`config.mk`:
```
export PLATFORM = sky130hd
export DESIGN_NAME = tile_renderer_scroll
export DESIGN_NICKNAME = d
export VERILOG_FILES = /design/src/rtl/tile_renderer_scroll.sv
export SDC_FILE = /design/constraint.sdc
export NUM_CORES = 1
export LEC_CHECK = 0
export ABC_AREA = 1
export CAP_MARGIN = 10
export CORE_ASPECT_RATIO = 0.75
export CORE_UTILIZATION = 49
export DETAILED_ROUTE_END_ITERATION = 8
export GPL_ROUTABILITY_DRIVEN = 0
export PLACE_DENSITY = 0.74
export SYNTH_ARGS = -nofsm -noshare
export SYNTH_HDL_FRONTEND = slang
export SYNTH_SLANG_ARGS = --single-unit
```
`constraint.sdc`:
```
create_clock -name clk -period 4.7 [get_ports clk]
set_clock_uncertainty 0.1 [all_clocks]
set_input_delay 1.175 -clock clk [delete_from_list [all_inputs] [get_ports clk]]
set_output_delay 1.175 -clock clk [all_outputs]
set_load 0.005 [all_outputs]
```
`src/rtl/tile_renderer_scroll.sv`:
```
// tile_renderer_scroll: tile renderer with fine X/Y scroll and a page table.
// Define BORDER_EN to add a border colour outside the tiled area.
module tile_renderer_scroll #(
   parameter int COLS     = 32,
   parameter int ROWS     = 28,
   parameter int ATTR_OFS = 32
) (
   input  logic        clk,
   input  logic        reset,
   input  logic [8:0]  hpos,
   input  logic [8:0]  vpos,
   input  logic        display_on,
   input  logic [7:0]  page_base,
   input  logic [2:0]  scroll_x,
   input  logic [2:0]  scroll_y,
`ifdef BORDER_EN
   input  logic [3:0]  border_color,
`endif
   output logic [15:0] ram_addr,
   input  logic [7:0]  ram_read,
   output logic [10:0] rom_addr,
   input  logic [7:0]  rom_data,
   output logic [3:0]  rgb
);

   logic [7:0]  page_l;
   logic [2:0]  sx_l;
   logic [2:0]  sy_l;
   logic [15:0] row_base;
   logic [7:0]  char_q;
   logic [7:0]  attr_q;
   logic [7:0]  next_char;
   logic [7:0]  next_attr;
   logic        fetching;
   logic        line_ok;

   logic [7:0]  vy_in;
   logic [4:0]  row_in;
   logic [7:0]  vy;
   logic [4:0]  row;
   logic [7:0]  xs;
   logic [2:0]  phase;
   logic [5:0]  col_raw;
   logic [4:0]  col;
   logic [7:0]  k;
   logic [15:0] cell_addr;
   logic        unused_vpos;

   // The page-table read at k=0 uses the scroll value being latched now.
   assign vy_in     = vpos[7:0] + {5'd0, scroll_y};
   assign row_in    = 5'({1'b0, vy_in[7:3]} % 6'(ROWS));
   assign vy        = vpos[7:0] + {5'd0, sy_l};
   assign row       = 5'({1'b0, vy[7:3]} % 6'(ROWS));
   assign xs        = hpos[7:0] + {5'd0, sx_l};
   assign phase     = xs[2:0];
   assign col_raw   = {1'b0, xs[7:3]} + 6'd1;
   assign col       = 5'(col_raw % 6'(COLS));
   assign k         = hpos[7:0];
   assign cell_addr = row_base + {11'd0, col};
   assign rom_addr  = {char_q, vy[2:0]};
   assign unused_vpos = vpos[8];

   // Row-pointer fetch in hblank, one-cell-ahead tile fetch in active video.
   always_ff @(posedge clk) begin
      if (reset) begin
         ram_addr  <= 16'h0000;
         row_base  <= 16'h0000;
         char_q    <= 8'h00;
         attr_q    <= 8'h00;
         next_char <= 8'h00;
         next_attr <= 8'h00;
         page_l    <= 8'h00;
         sx_l      <= 3'd0;
         sy_l      <= 3'd0;
         fetching  <= 1'b0;
         line_ok   <= 1'b0;
      end else if (hpos[8]) begin
         if (k == 8'd0) begin
            page_l   <= page_base;
            sx_l     <= scroll_x;
            sy_l     <= scroll_y;
            ram_addr <= {page_base, row_in, 3'b000};
            fetching <= 1'b1;
         end else if (fetching) begin
            unique case (k)
               8'd2:  row_base[7:0]  <= ram_read;
               8'd3:  ram_addr       <= {page_l, row, 3'b001};
               8'd5:  row_base[15:8] <= ram_read;
               8'd8:  ram_addr       <= row_base;
               8'd10: next_char      <= ram_read;
               8'd11: ram_addr       <= row_base + 16'(ATTR_OFS);
               8'd13: next_attr      <= ram_read;
               8'd15: begin
                  char_q   <= next_char;
                  attr_q   <= next_attr;
                  line_ok  <= 1'b1;
                  fetching <= 1'b0;
               end
               default: ;
            endcase
         end
      end else begin
         unique case (phase)
            3'd0: ram_addr  <= cell_addr;
            3'd2: next_char <= ram_read;
            3'd3: ram_addr  <= cell_addr + 16'(ATTR_OFS);
            3'd5: next_attr <= ram_read;
            3'd7: begin
               char_q <= next_char;
               attr_q <= next_attr;
            end
            default: ;
         endcase
      end
   end

   // Pixel colour: glyph bit picks the attr nibble; dark until a line is fetched.
   always_comb begin
      rgb = 4'h0;
      if (display_on && line_ok) begin
         rgb = rom_data[~phase] ? attr_q[3:0] : attr_q[7:4];
      end
`ifdef BORDER_EN
      if (display_on &&
          (hpos >= 9'(COLS * 8) || vpos >= 9'(ROWS * 8))) begin
         rgb = border_color;
      end
`endif
   end

endmodule

```
== Word-level counts from Yosys, hierarchy flattened ==
Cells that the tools add are included.

* Logic and storage cells: 90
* Output and inout bits: 31
* Register bits after elaboration: 80
* Input bits: 51

* Magnitude comparators: 1
* Add/sub/neg operators: 7
* Bitwise logic cells: 2
* Eq/ne operators: 19
* Divide/modulo/power cells: 2
* Muxes and demuxes: 32
* Reduce and logical (&&, ||, !) cells: 15

{| class="wikitable"
|+ Operators with widths
! cell !! count
|-
| 2-to-1 mux 8 bit || 20
|-
| 2-to-1 mux 16 bit || 3
|-
| case mux 16 bit (3 select lines) || 1
|-
| == test 8 x 4 -> 1 bit, second input constant || 5
|-
| adder 16 x 6 -> 16 bit, second input constant || 2
|-
| case mux 16 bit (2 select lines) || 1
|-
| adder 8 x 3 -> 8 bit || 3
|-
| AND reduction 4 bit || 6
|-
| adder 16 x 5 -> 16 bit || 1
|-
| == test 8 x 2 -> 1 bit, second input constant || 2
|-
| remainder unit 5 x 5 -> 6 bit, second input constant || 2
|-
| == test 8 x 3 -> 1 bit, second input constant || 1
|-
| logical NOT 8 bit || 1
|-
| 2-to-1 mux 4 bit || 2
|-
| != test 2 x 1 -> 1 bit, second input constant || 4
|-
| == test 3 x 2 -> 1 bit, second input constant || 2
|-
| == test 3 bit, second input constant || 2
|-
| nonzero test 2 bit || 3
|-
| adder 5 x 1 -> 5 bit, second input constant || 1
|-
| != test 5 x 1 -> 1 bit, second input constant || 1
|-
| less-than comparator 3 x 4 -> 1 bit, second input constant || 1
|-
| 2-to-1 mux 1 bit || 4
|-
| binary-select mux 1 bit (select 3 bit) || 1
|-
| logical NOT 3 bit || 1
|-
| 8 further kinds || 8
|}

== Longest topological paths before layout ==
* Word-level depth: 6
* Gate-level depth with buffers: 25
* Gate-level depth less buffers: 25

== Worst setup path after synthesis ==
No wires, ideal clock.

* Kind: input-to-reg
* Start point: input port hpos[0]
* End point: register ram_addr[11]
* Data arrival time: 4260 ps
* Buffers on the path: 0
* Path slack: 221 ps
* Cell stages on the path: 23
* Library setup time: 119 ps
* Data required time: 4481 ps
* Cell sequence: ha_1 > fa_1 > nand2_1 > inv_1 > nor2_1 > nor2_1 > xor2_1 > ha_1 > nand4_1 > xor2_1 > ha_1 > nand2_1 > inv_1 > nand2_1 > nand3_2 > nand2_1 > nand2_1 > inv_1 > ha_1 > nand4_1 > or2_1 > o21ai_1 > a21oi_1

* Longest elaborated chain between the ends: 6
* Elaborated cells on any way between the ends: 19
* Those cells by class: add/sub (4); eq/ne (6); mux (5); reduce/logical (4)

{| class="wikitable"
|+ Ends and longest elaborated chain
! element !! line !! source
|-
| start, declared || 10 || <nowiki>input logic [8:0] hpos,</nowiki>
|-
| adder 8 x 3 -> 8 bit || 54 || <nowiki>assign xs = hpos[7:0] + {5'd0, sx_l};</nowiki>
|-
| adder 5 x 1 -> 5 bit || 56 || <nowiki>assign col_raw = {1'b0, xs[7:3]} + 6'd1;</nowiki>
|-
| adder 16 x 5 -> 16 bit || 59 || <nowiki>assign cell_addr = row_base + {11'd0, col};</nowiki>
|-
| adder 16 x 6 -> 16 bit || 106 || <nowiki>3'd3: ram_addr <= cell_addr + 16'(ATTR_OFS);</nowiki>
|-
| case mux 16 bit (2 select lines) || 103 || <nowiki>unique case (phase)</nowiki>
|-
| 2-to-1 mux 16 bit || 77 || <nowiki>end else if (hpos[8]) begin</nowiki>
|-
| end signal, assigned || 82 || <nowiki>ram_addr <= {page_base, row_in, 3'b000};</nowiki>
|-
| end signal, assigned || 104 || <nowiki>3'd0: ram_addr <= cell_addr;</nowiki>
|-
| end signal, assigned || 106 ||
|-
| end, declared || 19 || <nowiki>output logic [15:0] ram_addr,</nowiki>
|}

Parallel ways exist; a longest one is shown, timed or not. The select of a mux whose other input is x is not followed.
A chain may end at the register's enable or synchronous reset.

== Final worst setup path ==
* Start point: input port hpos[0]
* End point: register ram_addr[15]

Same word-level chain as after synthesis.

==> flow_summary.json <==
{
  "status": "complete, no violations",
  "io_pins": 82,
  "syn_area_per_cell_sq_um": 6.610,
  "period_share_pct": 95.23,
  "drc": 0,
  "startpoint_type": "input pin",
  "final_antenna_net_count": 0,
  "drt_pre_antenna_iters": 5,
  "fp.dieArea_sq_um": 11160,
  "cts_hold_buf": 0,
  "grt_pass1_vias": 5549,
  "grt_max_degree": 51,
  "regArea_sq_um": 1602,
  "placementRows": 32,
  "die_w_um": 121.7,
  "vias": 5862,
  "dp.final_hpwl_mm": 11.85,
  "synth_cells": 796,
  "cp_max_fo": 8,
  "max_freq_mhz": 223.4,
  "wire_per_inst_um": 14.96,
  "final_common_cell": "nand2_1",
  "crit_type": "input pin to register",
  "core_sq_um": 10370,
  "port_buffers": 80,
  "slowest_stage": "ha_2",
  "cts_buffer_depth": 2,
  "peakVddDrop_uv": 140.9,
  "grt.total_usage_pct": 29.15,
  "postLayoutCoreUtil_pct": 67.15,
  "period_needed_ps": 4476,
  "cp.arrival_ps": 4660,
  "synth_cell_types": 39,
  "fillers": 915,
  "cpMostUsedCell": "nand2_1",
  "yosys_warnings": 0,
  "synth_nets": 868,
  "h-tree-depth": 3,
  "syn_area_sq_um": 5261,
  "cts_made_buffers": 9,
  "tightestPinTransition_ps": 646.0,
  "antenna_found_initial": 0,
  "multi_input_area_sq_um": 3281,
  "fin_ws_ps": 224.3,
  "clk_pin_slew_ps": 60,
  "ys_seq_area_share_pct": 30.44,
  "ys_seq_elements": 80,
  "rsz0062_at_grt": "false",
  "syn2layout_area_growth_pct": 32.34,
  "cp.required_ps": 4890,
  "hold_viol": 0,
  "hold_class": "register to register",
  "place_area_sq_um": 6496,
  "initial_core_util_pct": 50.74,
  "cts_tree": "done",
  "drv_cap": 0,
  "slew_headroom_pct": 56.89,
  "cp-end-kind": "register",
  "maxSlewViolCount": 0,
  "p_total_w": 0.001713,
  "max_stage_delay_ps": 360,
  "diodes": 0,
  "clock_latency_ps": 350,
  "pre_cts_ws_ps": -582.7,
  "cts_sinks": 80,
  "grt_pass1_wl_mm": 25.66,
  "final_cell_mix": "nand2_1 (163), dfxtp_1 (80), inv_1 (78)",
  "fp.dieH_um": 91.74,
  "drive_gt1_share_pct": 17.41,
  "grt_overflow_total": 0,
  "setup_viol": 0,
  "p_per_area_nw_per_um2": 246.0,
  "drt_iter0_drc": 528,
  "cts_root_buf": "clkbuf_16",
  "viasPerCell": 5.525,
  "leakage_nw": 3.010,
  "nNetsFinal": 992,
  "drt_wl_total_mm": 15.87,
  "fin_area_sq_um": 6963
}
cell type report:
class                           instances  share of cell area, %
Timing Repair Buffer                  139                  17.97
Tap cell                              136                  2.444
Clock inverter                          7                  1.150
Clock buffer                            9                  3.235
Sequential cell                        80                  23.00
Multi-Input combinational cell        597                  47.12
Inverter                               93                  5.085
repair_timing:
| action | 4_1_cts | 5_1_grt |
|---|---|---|
| resized for setup | 16 | 33 |
| cloned | 0 | 0 |
| buffers inserted | 3 | 4 |
| endpoints found under the setup margin | 14 | 14 |
| pin swaps | 3 | 16 |
per-layer routing:
metal,routed length [um],track usage [%]
met5,0,0
met4,345,9.877
met3,881,4.478
met2,7639,50.00
met1,7001,37.00
critical path: cells and delay by family:
| family | cells | cell delay (ps) |
|---|---|---|
| buffers and inverters | 3 | 300 |
| adder cells (fa/ha/maj) | 4 | 1130 |
| AND/OR/NAND/NOR | 16 | 1490 |
| AO/OA/AOI/OAI | 1 | 130 |
| XOR/XNOR | 2 | 420 |
logic make-up after synthesis:
kind of cell / count (synthesis) / share of synthesized area [%]
simple gates: 361 / 31.32
compound gates: 200 / 20.95
buf+inv: 119 / 9.370
xor+xnor: 15 / 2.497
flops: 80 / 30.44
fa+ha+maj: 21 / 5.422
worst paths after layout:
path | depth (start not counted) | to | slack (ps) | startpoint
max | 26 | ram_addr[15] | 220 | hpos[0]
min | 2 | next_char[4] | 350 | next_char[4]
max reg2reg | 25 | ram_addr[15] | 850 | sx_l[0]
min reg2reg | 2 | next_char[4] | 350 | next_char[4]
report_power, final:
group	total, W	switching, W	leakage, nW	internal, W
Combinational	0.000270	0.000143	2.22	0.000127
Clock	0.000728	0.000311	0.143	0.000417
Sequential	0.000715	0.0000123	0.651	0.000703
Total	0.00171	0.000466	3.01	0.00125
cell usage after synthesis:
| library cell | count | area [sq um] |
|---|---|---|
| nand2_1 | 175 | 656.9 |
| inv_1 | 82 | 307.8 |
| dfxtp_1 | 80 | 1602 |
| a21oi_1 | 75 | 375.4 |
| nand3_1 | 72 | 360.4 |
| o21ai_0 | 71 | 355.3 |
| nor2_1 | 67 | 251.5 |
| o21ai_1 | 20 | 100.1 |
| ha_1 | 18 | 225.2 |
| xor2_1 | 13 | 113.9 |
| buf_2 | 12 | 60.06 |
| clkbuf_1 | 11 | 41.29 |
| a21oi_2 | 10 | 87.58 |
| nor2_2 | 10 | 62.56 |
| inv_2 | 9 | 33.78 |
| nand4_1 | 9 | 56.30 |
| o211ai_1 | 8 | 60.06 |
| o22ai_1 | 6 | 37.54 |
| nor3_1 | 5 | 25.02 |
| o21a_1 | 5 | 37.54 |
| nor3_2 | 4 | 40.04 |
| fa_1 | 3 | 60.06 |
| nand2_4 | 3 | 33.78 |
| nand3_2 | 3 | 30.03 |
| nor2_4 | 3 | 33.78 |
| a31oi_1 | 2 | 12.51 |
| and3_1 | 2 | 12.51 |
| buf_8 | 2 | 30.03 |
| inv_4 | 2 | 12.51 |
| nand2_2 | 2 | 12.51 |
| o31ai_1 | 2 | 15.01 |
| or2_1 | 2 | 12.51 |
| xnor2_1 | 2 | 17.52 |
| a31oi_4 | 1 | 21.27 |
| buf_4 | 1 | 7.510 |
| nand3_4 | 1 | 17.52 |
| nand4_4 | 1 | 21.27 |
| nor4_2 | 1 | 12.51 |
| or2_4 | 1 | 8.760 |
per-stage QoR:
| step | TNS, ps | instances | hold slack (ps) |
|---|---|---|---|
| final | 0 | 1061 | 353.6 |
| after floorplan | 0 | 796 | 329.1 |
| after detailed placement | -6728 | 1038 | 346.1 |
| after global routing | 0 | 1061 | 372.7 |
| after global placement | -4752 | 1038 | 338.3 |
| after CTS | 0 | 1057 | 355.0 |
flip-flops by register name (all words and copies together), names as in the netlist:
register,flops
ram_addr,16
row_base,16
attr_q,8
char_q,8
next_attr,8
next_char,8
page_l,8
sx_l,3
sy_l,3
fetching,1
line_ok,1
Power figures use the tool's default switching activity.
